$ cat src/rtl/mem_access_stage_if.sv
// mem_access_stage_if: bundles the three buses of the memory-access stage.
//   in_*   : EX/MEM side (valid/ready handshake plus decoded load/store info)
//   ram_*  : single-port data RAM (combinational read data)
//   out_*  : MEM/WB side (valid/ready handshake plus writeback fields)
//   sb_empty : store buffer idle indication for halt/fence logic
// master : the environment (pipeline upstream, RAM, writeback)
// slave  : the memory-access stage itself
interface mem_access_stage_if #(
  parameter int unsigned DATA_W = 16,
  parameter int unsigned ADDR_W = 16,
  parameter int unsigned REG_W  = 3
);
  logic              in_valid;
  logic              in_ready;
  logic              in_read;
  logic              in_write;
  logic [ADDR_W-1:0] in_addr;
  logic [DATA_W-1:0] in_wdata;
  logic [REG_W-1:0]  in_dest;
  logic              in_regwrite;

  logic [ADDR_W-1:0] ram_addr;
  logic              ram_read;
  logic              ram_write;
  logic [DATA_W-1:0] ram_wdata;
  logic [DATA_W-1:0] ram_rdata;

  logic              out_valid;
  logic              out_ready;
  logic [DATA_W-1:0] out_result;
  logic [REG_W-1:0]  out_dest;
  logic              out_regwrite;

  logic              sb_empty;

  modport master (
    output in_valid, in_read, in_write, in_addr, in_wdata, in_dest, in_regwrite,
    output ram_rdata, out_ready,
    input  in_ready, ram_addr, ram_read, ram_write, ram_wdata,
    input  out_valid, out_result, out_dest, out_regwrite, sb_empty
  );

  modport slave (
    input  in_valid, in_read, in_write, in_addr, in_wdata, in_dest, in_regwrite,
    input  ram_rdata, out_ready,
    output in_ready, ram_addr, ram_read, ram_write, ram_wdata,
    output out_valid, out_result, out_dest, out_regwrite, sb_empty
  );
endinterface

$ cat src/rtl/mem_access_stage.sv
// mem_access_stage: memory-access pipeline stage between EX/MEM and MEM/WB.
// Drives the single data RAM port, returns load data (or the ALU result for
// non-loads) to writeback, and keeps a one-entry store buffer that retires
// to RAM whenever no load needs the port. Loads hitting the buffered
// address are forwarded from the buffer.
// Ports:
//   clk   : clock, all state on posedge
//   rst_n : synchronous active-low reset
//   bus   : mem_access_stage_if.slave (in_*, ram_*, out_*, sb_empty)
module mem_access_stage #(
  parameter int unsigned DATA_W = 16,
  parameter int unsigned ADDR_W = 16,
  parameter int unsigned REG_W  = 3
) (
  input  logic              clk,
  input  logic              rst_n,
  mem_access_stage_if.slave bus
);

  logic              sb_valid_q, sb_valid_d;
  logic [ADDR_W-1:0] sb_addr_q,  sb_addr_d;
  logic [DATA_W-1:0] sb_data_q,  sb_data_d;

  logic              out_valid_q,    out_valid_d;
  logic [DATA_W-1:0] out_result_q,   out_result_d;
  logic [REG_W-1:0]  out_dest_q,     out_dest_d;
  logic              out_regwrite_q, out_regwrite_d;

  logic              in_ready;
  logic              fire;
  logic              is_load;
  logic              is_store;
  logic              load_fire;
  logic              drain;
  logic [DATA_W-1:0] result;

  // A load+store encoding is treated as a load; the store half is dropped.
  assign is_load   = bus.in_read;
  assign is_store  = bus.in_write && !bus.in_read;
  assign in_ready  = !out_valid_q || bus.out_ready;
  assign fire      = bus.in_valid && in_ready && rst_n;
  assign load_fire = fire && is_load;
  // rst_n gate keeps a store pending at reset from ever reaching the RAM.
  assign drain     = sb_valid_q && !load_fire && rst_n;

  assign bus.in_ready     = in_ready;
  assign bus.ram_read     = load_fire;
  assign bus.ram_write    = drain;
  assign bus.ram_addr     = load_fire ? bus.in_addr : sb_addr_q;
  assign bus.ram_wdata    = sb_data_q;
  assign bus.out_valid    = out_valid_q;
  assign bus.out_result   = out_result_q;
  assign bus.out_dest     = out_dest_q;
  assign bus.out_regwrite = out_regwrite_q;
  assign bus.sb_empty     = !sb_valid_q;

  always_comb begin
    result = DATA_W'(bus.in_addr);
    if (is_load) begin
      if (sb_valid_q && (sb_addr_q == bus.in_addr)) begin
        result = sb_data_q;
      end else begin
        result = bus.ram_rdata;
      end
    end
  end

  always_comb begin
    sb_valid_d     = sb_valid_q;
    sb_addr_d      = sb_addr_q;
    sb_data_d      = sb_data_q;
    out_valid_d    = out_valid_q;
    out_result_d   = out_result_q;
    out_dest_d     = out_dest_q;
    out_regwrite_d = out_regwrite_q;

    if (drain) begin
      sb_valid_d = 1'b0;
    end
    // A store capture overrides the drain clear: the old entry leaves via
    // the free port while the new one takes its place.
    if (fire && is_store) begin
      sb_valid_d = 1'b1;
      sb_addr_d  = bus.in_addr;
      sb_data_d  = bus.in_wdata;
    end

    if (fire) begin
      out_valid_d    = 1'b1;
      out_result_d   = result;
      out_dest_d     = bus.in_dest;
      out_regwrite_d = bus.in_regwrite && !is_store;
    end else if (bus.out_ready) begin
      out_valid_d = 1'b0;
    end
  end

  always_ff @(posedge clk) begin
    if (!rst_n) begin
      sb_valid_q     <= 1'b0;
      sb_addr_q      <= '0;
      sb_data_q      <= '0;
      out_valid_q    <= 1'b0;
      out_result_q   <= '0;
      out_dest_q     <= '0;
      out_regwrite_q <= 1'b0;
    end else begin
      sb_valid_q     <= sb_valid_d;
      sb_addr_q      <= sb_addr_d;
      sb_data_q      <= sb_data_d;
      out_valid_q    <= out_valid_d;
      out_result_q   <= out_result_d;
      out_dest_q     <= out_dest_d;
      out_regwrite_q <= out_regwrite_d;
    end
  end

endmodule
$ cat src/flat_wrapper.sv
// flat-port wrapper written by rule: the top's interface ports become plain ports
module mem_access_stage_flat 
#(
  parameter int unsigned DATA_W = 16,
  parameter int unsigned ADDR_W = 16,
  parameter int unsigned REG_W  = 3
)
  (clk, rst_n, bus_in_valid, bus_in_read, bus_in_write, bus_in_addr, bus_in_wdata, bus_in_dest, bus_in_regwrite, bus_ram_rdata, bus_out_ready, bus_in_ready, bus_ram_addr, bus_ram_read, bus_ram_write, bus_ram_wdata, bus_out_valid, bus_out_result, bus_out_dest, bus_out_regwrite, bus_sb_empty);
  mem_access_stage_if #(.DATA_W(DATA_W), .ADDR_W(ADDR_W), .REG_W(REG_W)) bus_i ();
  input  logic clk;
  input  logic rst_n;
  input wire logic [$bits(bus_i.in_valid)-1:0] bus_in_valid;
  input wire logic [$bits(bus_i.in_read)-1:0] bus_in_read;
  input wire logic [$bits(bus_i.in_write)-1:0] bus_in_write;
  input wire logic [$bits(bus_i.in_addr)-1:0] bus_in_addr;
  input wire logic [$bits(bus_i.in_wdata)-1:0] bus_in_wdata;
  input wire logic [$bits(bus_i.in_dest)-1:0] bus_in_dest;
  input wire logic [$bits(bus_i.in_regwrite)-1:0] bus_in_regwrite;
  input wire logic [$bits(bus_i.ram_rdata)-1:0] bus_ram_rdata;
  input wire logic [$bits(bus_i.out_ready)-1:0] bus_out_ready;
  output wire logic [$bits(bus_i.in_ready)-1:0] bus_in_ready;
  output wire logic [$bits(bus_i.ram_addr)-1:0] bus_ram_addr;
  output wire logic [$bits(bus_i.ram_read)-1:0] bus_ram_read;
  output wire logic [$bits(bus_i.ram_write)-1:0] bus_ram_write;
  output wire logic [$bits(bus_i.ram_wdata)-1:0] bus_ram_wdata;
  output wire logic [$bits(bus_i.out_valid)-1:0] bus_out_valid;
  output wire logic [$bits(bus_i.out_result)-1:0] bus_out_result;
  output wire logic [$bits(bus_i.out_dest)-1:0] bus_out_dest;
  output wire logic [$bits(bus_i.out_regwrite)-1:0] bus_out_regwrite;
  output wire logic [$bits(bus_i.sb_empty)-1:0] bus_sb_empty;
  assign bus_i.in_valid = bus_in_valid;
  assign bus_i.in_read = bus_in_read;
  assign bus_i.in_write = bus_in_write;
  assign bus_i.in_addr = bus_in_addr;
  assign bus_i.in_wdata = bus_in_wdata;
  assign bus_i.in_dest = bus_in_dest;
  assign bus_i.in_regwrite = bus_in_regwrite;
  assign bus_i.ram_rdata = bus_ram_rdata;
  assign bus_i.out_ready = bus_out_ready;
  assign bus_in_ready = bus_i.in_ready;
  assign bus_ram_addr = bus_i.ram_addr;
  assign bus_ram_read = bus_i.ram_read;
  assign bus_ram_write = bus_i.ram_write;
  assign bus_ram_wdata = bus_i.ram_wdata;
  assign bus_out_valid = bus_i.out_valid;
  assign bus_out_result = bus_i.out_result;
  assign bus_out_dest = bus_i.out_dest;
  assign bus_out_regwrite = bus_i.out_regwrite;
  assign bus_sb_empty = bus_i.sb_empty;
  mem_access_stage #(.DATA_W(DATA_W), .ADDR_W(ADDR_W), .REG_W(REG_W)) u_core (.clk(clk), .rst_n(rst_n), .bus(bus_i));
endmodule
$ cat config.mk
export PLATFORM = sky130hd
export DESIGN_NAME = mem_access_stage_flat
export DESIGN_NICKNAME = d
export VERILOG_FILES = /design/src/rtl/mem_access_stage_if.sv /design/src/rtl/mem_access_stage.sv /design/src/flat_wrapper.sv
export SDC_FILE = /design/constraint.sdc
export NUM_CORES = 1
export LEC_CHECK = 0
export CAP_MARGIN = 10
export CORE_MARGIN = 3
export CORE_UTILIZATION = 40
export DETAILED_ROUTE_END_ITERATION = 8
export PLACE_DENSITY = 0.76
export SETUP_SLACK_MARGIN = 0.02
export SLEW_MARGIN = 10
export SYNTH_ARGS = -nofsm -noshare
export SYNTH_HDL_FRONTEND = slang
export SYNTH_SLANG_ARGS = --single-unit
$ cat constraint.sdc
create_clock -name clk -period 2.2 [get_ports clk]
set_input_delay 0.44 -clock clk [delete_from_list [all_inputs] [get_ports clk]]
set_output_delay 0.44 -clock clk [all_outputs]
set_load 0.05 [all_outputs]
==> results of run 1 <==
## worst max-delay path, delay by kind of cell
kind,cells,cell delay [ns]
buffers and inverters,2,0.38
multiplexers,1,0.37
AND/OR/NAND/NOR,3,0.46
## routing by layer
layer,share of wire,track usage,vias to the layer above,routed length [µm]
li1,-,-,1564,-
met1,0.44,0.2940,1505,4319
met2,0.50,0.4163,94,4932
met3,0.043,0.03977,11,425
met4,0.017,0.06407,0,168
met5,0,0,-,0
## power breakdown
| part | switching, µW | total (µW) | internal (µW) |
|---|---|---|---|
| clock network | 336 | 590 | 254 |
| logic | 470 | 829 | 359 |
| registers | 45.3 | 1080 | 1040 |
| total | 851 | 2500 | 1650 |
## synthesized netlist by cell type (3+ instances only)
master and n:
a21oi_1 5, and2_1 18, buf_2 11, buf_4 3, clkbuf_1 12, dfxtp_1 54
inv_1 4, mux2_2 16, nand2_1 73, nand3_1 66, nand4_1 33, nor3b_1 16
o21a_1 16, o21ai_0 17, xor2_1 14
## kinds of logic (layout without fill, tap and decap cells)
group | Yosys count | count (layout)
flops | 54 | 54
xor+xnor | 16 | 16
simple gates | 218 | 221
buf+inv | 33 | 153
mux | 16 | 16
compound gates | 38 | 38
## final timing paths
path | start | to | slack, ns | cells after the start
max | bus_out_ready | bus_ram_addr[4] | 0.10 | 6
min | u_core.bus.out_regwrite | u_core.bus.out_regwrite | 0.46 | 2
max reg2reg | u_core.sb_addr_q[10] | u_core.bus.out_result[3] | 0.55 | 6
min reg2reg | u_core.bus.out_regwrite | u_core.bus.out_regwrite | 0.46 | 2
## sequential cells by signal, summed over array words and instances, names as in the netlist
signal	cells
u_core.bus.ram_wdata	16
u_core.bus.out_regwrite	1
u_core.sb_addr_q	16
u_core.bus.out_valid	1
u_core.sb_valid_q	1
u_core.bus.out_result	16
u_core.bus.out_dest	3
## per-stage QoR
| step | utilization | TNS [ns] | instance area, µm² | std cells |
|---|---|---|---|---|
| after floorplan | - | 0 | 2959 | 375 |
| after global placement | 0.6486 | -1.407 | 4479 | 583 |
| after detailed placement | 0.6486 | -1.628 | 4479 | 583 |
| after CTS | 0.6701 | 0 | 4628 | 594 |
| after global routing | 0.6701 | 0 | 4628 | 594 |
| final | 0.6701 | 0 | 4628 | 594 |
## area by class of cell
cell class              instances  area, µm²  share of cell area
multi-input cells             291       1772              0.3828
repair buffers                141       1538              0.3323
flip-flops and latches         54       1085              0.2344
well taps                      96      120.1             0.02595
clock buffers                   6      82.58             0.01784
inverters                       4      18.77            0.004055
clock inverters                 2      12.51            0.002703
==> results.toml, run 1 <==
[placed_design]
place_congestion = 0.7982
dp_hpwl_mm = 7.095
place_ws_ns = -0.1077
portBuffers = 114

[logic_synthesis]
synth_cells = 375
ys_ff_latch = 54
ys_seq_area_frac = 0.3718
yosys_warnings = 0
synth_adder_area_share = 0
synth_top_area_frac = 0.3718
synth_simple_gate_area_frac = 0.3873
syn_area_mm2 = 0.002908
muxShareOfSynthArea = 0.06196
synth-edff-count = 0
synth_top_area_cell = "dfxtp_1"
avgSynthCellArea_um2 = 7.754
synth_cell_type_count = 27
synth_top_flop_cell = "dfxtp_1"
synth-async-reset-ratio = 0
synth_area_leaders = "dfxtp_1 (37%), nand3_1 (11%), nand2_1 (9.4%), nand4_1 (7.1%), mux2_2 (6.2%)"
synth_top_family_by_area = "simple AND/OR/NAND/NOR gates"
synth-xor-area-share = 0.04819
synth_compound_area_frac = 0.07917
syn_nets = 433

[routing]
vias = 3174
viasPerCell = 5.343
drc_errors = 0
firstDrtPassIters = 4
drt_iter0_drc = 108
wirelength_mm = 9.845
wire_per_inst_um = 16.57
postRouteAntennaNets = 0

[min_path]
hold_path_class = "flop to flop"

[clock_network]
clock_path_buffers = 2
cts_root_buf = "clkbuf_8"
cts_max_level = 2
cts_buffers = 5
cts_hold_buf = 0
cts_tree = "built"
clk-insertion-delay-late_ns = 0.31
clock_sinks = 54
postCtsSetupRepairBufs = 0
cts_resized = 8
path_clk_slew_ns = 0.10

[sta]
timing.final.crit_share = 0.9539
setup_violations = 0
drv_slew = 0
finalCriticalPeriod_ns = 2.099
setup_ws_ns = 0.1015
fmax_mhz = 476.5
rsz0062_at_grt = "false"
tightest_slew_ns = 0.5332
fin_worst_skew_ns = 0.01157
maxSlewHeadroom = 0.6434
hold_viol = 0
holdWs_ns = 0.4560

[floorplan]
core-area_mm2 = 0.006907
row_count = 30
floorplan.initialDensity = 0.4210
pin_count = 115
die_x_um = 91.26
die_area_mm2 = 0.008328
dieHeight_um = 91.26

[pwr]
power_density_mw_per_mm2 = 540.7
ir_worst_vdd_v = 0.0003101
leakage_uw = 0.001903
total_power_uw = 2503

[run]
drv_cap = 0

[layout]
final_common_cell = "clkdlybuf4s50_1"
num_antenna_cells = 0
final_cell_mix = "clkdlybuf4s50_1 (91), nand2_1 (73), nand3_1 (66)"
syn_to_final_growth_pct = 59.17
drive_gt1_frac = 0.1667
nFillCells = 588
nets = 555

[critical_path]
required_ns = 1.76
critPathSlowestCell = "mux2_2"
worstSetupPathType = "primary input to primary output"
path_cells = "dlygate4sd2_1 > nand2b_4 > and2_4 > nand2_8 > mux2_2 > buf_12"
crit_fanout = 5
worstSetupEndpointType = "primary output"
startpoint_type = "primary input"
cp.arrival_ns = 1.66
cpPeakStageDelay_ns = 0.37

[global_routing]
grt_pass1_vias = 3069
grt_start_max_net_pins = 39
overflow = 0
grt.total_usage = 0.2355
grt_pass1_wl_mm = 15.85
antenna_found_initial = 0

[status]
status = "complete, no violations"
Note: power is estimated with default switching activity, not from simulation.
==> run 2: changes to the inputs <==
- clock period: 2.2 -> 2.6 ns (I/O delays scaled with it)
==> run 2 against run 1 <==
Compared with the run above:
- setup slack got worse by 0.049 ns
- routed wire length fell by 0.78%
- sequential share of layout area rose by 0.32 points
- flip-flop and latch count did not move
- die area did not move
- combinational power fell by 17%
- final area fell by 1.6%
- global-route usage fell by 1.9 points
- clock skew fell by 0.0047 ns
- highest routed layer unchanged
- register-to-register slack improved by 0.37 ns
- count of clock-buffer cells in the layout fell by 1
==> results.toml, run 2 (synthesis gave the netlist of run 1 again) <==
[placed_design]
placed_cell_area_mm2 = 0.004353
portBuffers = 114
dp_hpwl_mm = 6.805
place_congestion = 0.8165

[pwr]
total_power_uw = 2177
leakage_uw = 0.001881
ir_worst_vdd_v = 0.0002516
power_density_mw_per_mm2 = 477.9

[critical_path]
r2r_cells = 6
critPathSlowestCell = "clkdlybuf4s50_1"
crit_fanout = 5
startpoint_type = "primary input"
cpPeakStageDelay_ns = 0.47
r2r-end = "u_core.bus.out_result[13]"
required_ns = 2.08
crit_buf_inv = 3
worstSetupPathType = "primary input to primary output"
path_cells = "clkdlybuf4s50_1 > and2_2 > nand2_8 > clkbuf_16 > mux2_2 > buf_12"
r2r_start = "u_core.sb_addr_q[10]"
worstSetupEndpointType = "primary output"
r2r_setup_slack_ns = 0.92
cp.arrival_ns = 2.03
cp_top_family = "buffers and inverters"

[min_path]
hold_path_class = "flop to flop"
hp-start = "u_core.bus.out_regwrite"
hold_depth = 2
hold_end = "u_core.bus.out_regwrite"

[layout]
num_antenna_cells = 0
seqCellArea_mm2 = 0.001082
final_common_cell = "clkdlybuf4s50_1"
nets = 544
nFillCells = 624
postLayoutCoreUtil = 0.6596
multi_input_area_mm2 = 0.001730
final_cell_mix = "clkdlybuf4s50_1 (94), nand2_1 (73), nand3_1 (66)"
drive_gt1_frac = 0.1478
postLayoutCellArea_mm2 = 0.004556
syn_to_final_growth_pct = 56.67

[floorplan]
die_area_mm2 = 0.008328
floorplan.initialDensity = 0.4210
pin_count = 115
core-area_mm2 = 0.006907
row_count = 30
dieHeight_um = 91.26
die_x_um = 91.26

[routing]
drc_errors = 0
viasPerCell = 5.340
firstDrtPassIters = 5
postRouteAntennaNets = 0
drt_iter0_drc = 165
wirelength_mm = 9.768
wire_per_inst_um = 16.75
vias = 3113

[clock_network]
clk-insertion-delay-late_ns = 0.31
cts_max_level = 2
clock_path_buffers = 2
cts_buffers = 5
cts_hold_buf = 0
clock_sinks = 54
path_clk_slew_ns = 0.10
cts_tree = "built"
cts_root_buf = "clkbuf_8"

[global_routing]
grt_pass1_vias = 2922
grt_start_max_net_pins = 51
overflow = 0
grt_pass1_wl_mm = 14.75
grt.total_usage = 0.2162
antenna_found_initial = 0

[sta]
rsz0062_at_grt = "false"
fin_worst_skew_ns = 0.006870
fin_tns_setup_ns = 0
fmax_mhz = 392.6
maxSlewHeadroom = 0.6434
finalCriticalPeriod_ns = 2.547
drv_slew = 0
holdWs_ns = 0.4628
setup_violations = 0
tightest_slew_ns = 0.5332
hold_viol = 0
timing.final.crit_share = 0.9797

[status]
status = "complete, no violations"

[run]
drv_cap = 0
==> run 2: cell count changes in the layout (fill, tap and decap cells not counted), moves of 2 or more <==
cell and change:
clkdlybuf4s50_1 +3, buf_12 -2, nand2_8 -2, mux2_4 +3, clkbuf_16 +2, buf_4 -9
mux2_2 -3, dlygate4sd2_1 -3
==> run 2: how the worst max path moves through the flow <==
stage	cells past startpoint	slack, ns	endpoint	from
floorplan	7	0.13	bus_ram_write	bus_in_read
global placement	7	0.08	bus_ram_addr[3]	bus_out_ready
detailed placement	7	0.05	bus_ram_addr[11]	bus_out_ready
CTS	7	0.05	bus_ram_addr[11]	bus_out_ready
global route	7	0.02	bus_ram_addr[1]	bus_out_ready
finish	6	0.05	bus_ram_addr[6]	bus_in_read
==> run 2: routing by layer <==
layer  routed length [µm]  track usage  up-vias
li1                     -            -     1541
met5                    0            0        -
met3                  548      0.04391       10
met1                 4209       0.2843     1457
met4                  134      0.06533        0
met2                 4875       0.3562      105
==> run 2: layout make-up <==
cell class,count,area share
multi-input cells,288,0.3798
repair buffers,133,0.3282
flip-flops and latches,54,0.2376
well taps,96,0.02637
clock buffers,5,0.01511
clock inverters,3,0.008789
inverters,4,0.004120
==> run 2: worst register-to-register path, cell delays in order, from the launching register on <==
cell and delay, ns:
dfxtp_1 0.35, xor2_1 0.18, nor4_1 0.36, and4_1 0.25
buf_4 0.24, nand4_1 0.14, nand4_1 0.11
==> run 2: stage by stage <==
step / setup slack, ns / std cells
2_1_floorplan: 0.1349 / 375
3_3_place_gp: 0.07920 / 572
3_5_place_dp: 0.05288 / 572
4_1_cts: 0.05022 / 580
5_1_grt: 0.02065 / 583
6_report: 0.05275 / 583
==> run 2: what timing repair did <==
| action | 4_1_cts | 5_1_grt |
|---|---|---|
| gates resized for setup | 0 | 8 |
| hold endpoints to repair | 0 | 0 |
| setup buffers | 0 | 0 |
| endpoints found under the setup margin | 0 | 16 |
==> run 2: where the power goes <==
part	internal, µW	total (µW)	leakage, µW	switching (µW)
Sequential	879	917	0.000443	37.8
Clock	284	572	0.0000579	288
Combinational	299	688	0.00138	389
Total	1460	2180	0.00188	715
==> run 3: changes to the inputs <==
- CORE_MARGIN: 3 -> default
==> run 3 against run 2 <==
Compared with the run above:
- flip-flop and latch count unchanged
- sequential share of layout area rose by 0.57 points
- cell count decreased by 0.69%
- setup slack gained 0.0097 ns
- combinational power decreased by 2%
- first-iteration DRC count up 8.5%
- critical path depth rose by 1
- utilization down 1.5 points
- critical endpoint is now bus_ram_addr[4]
- largest power group unchanged
==> results.toml, run 3 (synthesis gave the netlist of run 1 again) <==
[critical_path]
r2r_setup_slack_ns = 0.94
crit_buf_inv = 3
cp_top_family = "buffers and inverters"
worstSetupPathType = "primary input to primary output"
worstSetupEndpointType = "primary output"
cp.arrival_ns = 2.02
r2r_cells = 6
path_cells = "clkdlybuf4s50_1 > nand2b_4 > and2_1 > nand2_2 > buf_12 > mux2_2 > buf_12"
cpPeakStageDelay_ns = 0.39
r2r_start = "u_core.sb_addr_q[10]"
startpoint_type = "primary input"
crit_fanout = 18
critPathSlowestCell = "clkdlybuf4s50_1"
cp_common_cell = "buf_12"
r2r-end = "u_core.bus.out_result[9]"
required_ns = 2.08

[floorplan]
die_area_mm2 = 0.007614
row_count = 30
floorplan.initialDensity = 0.4210
dieHeight_um = 87.26
die_x_um = 87.26
pin_count = 115
core-area_mm2 = 0.006907

[global_routing]
overflow = 0
antenna_found_initial = 0
grt_start_max_net_pins = 51
grt_pass1_vias = 2894
grt_pass1_wl_mm = 14.41
grt.total_usage = 0.2429

[sta]
maxSlewHeadroom = 0.6458
finalCriticalPeriod_ns = 2.538
tightest_slew_ns = 0.5296
timing.final.crit_share = 0.9760
rsz0062_at_grt = "false"
fin_tns_setup_ns = 0
drv_slew = 0
hold_viol = 0
setup_violations = 0
fmax_mhz = 394.1
fin_worst_skew_ns = 0.01113

[routing]
wirelength_mm = 9.115
drc_errors = 0
vias = 3080
viasPerCell = 5.320
wire_per_inst_um = 15.74
firstDrtPassIters = 4
postRouteAntennaNets = 0
drt_iter0_drc = 179

[placed_design]
place_congestion = 0.7865
dp_hpwl_mm = 6.587
portBuffers = 114
placed_cell_area_mm2 = 0.004358

[pwr]
ir_worst_vdd_v = 0.0002461
power_density_mw_per_mm2 = 466.7
leakage_uw = 0.001820

[layout]
final_common_cell = "clkdlybuf4s50_1"
postLayoutCellArea_mm2 = 0.004449
drive_gt1_frac = 0.1346
syn_to_final_growth_pct = 53.01
num_antenna_cells = 0
final_cell_mix = "clkdlybuf4s50_1 (94), nand2_1 (73), nand3_1 (66)"
nets = 540

[run]
drv_cap = 0

[clock_network]
cts_max_level = 2
cts_tree = "built"
cts_root_buf = "clkbuf_8"
cts_hold_buf = 0
cts_resized = 0
clk-insertion-delay-late_ns = 0.30
postCtsSetupRepairBufs = 0
clock_sinks = 54
cts_buffers = 5
clock_path_buffers = 2
path_clk_slew_ns = 0.10

[min_path]
hold_depth = 2
hold_end = "u_core.bus.out_dest[2]"
hold_path_class = "flop to flop"
hp-start = "u_core.bus.out_dest[2]"

[status]
status = "complete, no violations"
-- run 3: worst register-to-register path, cell delays in order (launching register included) --
cell and delay (ns):
dfxtp_1 0.35, xor2_1 0.18, nor4_1 0.35, and4_1 0.25, buf_4 0.24, nand4_1 0.14, nand4_1 0.10
-- run 3: layout make-up --
type	count	area (µm²)
Fill cell	597	2457
Multi-Input combinational cell	288	1698
Timing Repair Buffer	129	1439
Sequential cell	54	1082
Tap cell	96	120.1
Clock buffer	7	86.33
Inverter	4	18.77
Clock inverter	1	5.005
-- run 3: metrics by stage --
stage | power (µW) | instances | worst slack [ns] | hold slack (ns) | util
after CTS | 2093 | 579 | 0.05547 | 0.4616 | 0.6442
after global routing | 2173 | 579 | 0.02326 | 0.4847 | 0.6442
after global placement | 1596 | 571 | 0.07943 | 0.4389 | 0.6310
after floorplan | 1302 | 375 | 0.1349 | 0.4551 | -
after detailed placement | 1608 | 571 | 0.06422 | 0.4472 | 0.6310
final | 2076 | 579 | 0.06244 | 0.4653 | 0.6442
-- run 3: worst max-delay path by stage --
stage,from,end,cells past startpoint
after floorplan,bus_in_read,bus_ram_write,7
after global placement,bus_out_ready,bus_ram_addr[3],7
after detailed placement,bus_out_ready,bus_ram_addr[4],7
after CTS,bus_out_ready,bus_ram_addr[4],7
after global routing,bus_out_ready,bus_ram_addr[4],7
final,bus_out_ready,bus_ram_addr[4],7
-- run 3: routing by layer --
layer	vias to the layer above	track usage	share of wire
li1	1532	-	-
met1	1429	0.3230	0.44
met2	113	0.4098	0.50
met3	6	0.03602	0.058
met4	0	0.06557	0.0084
met5	-	0	0
-- run 3: report_power, final --
part	internal, µW	switching (µW)
logic	290	381
clock network	216	272
registers	879	38.3
total	1380	691
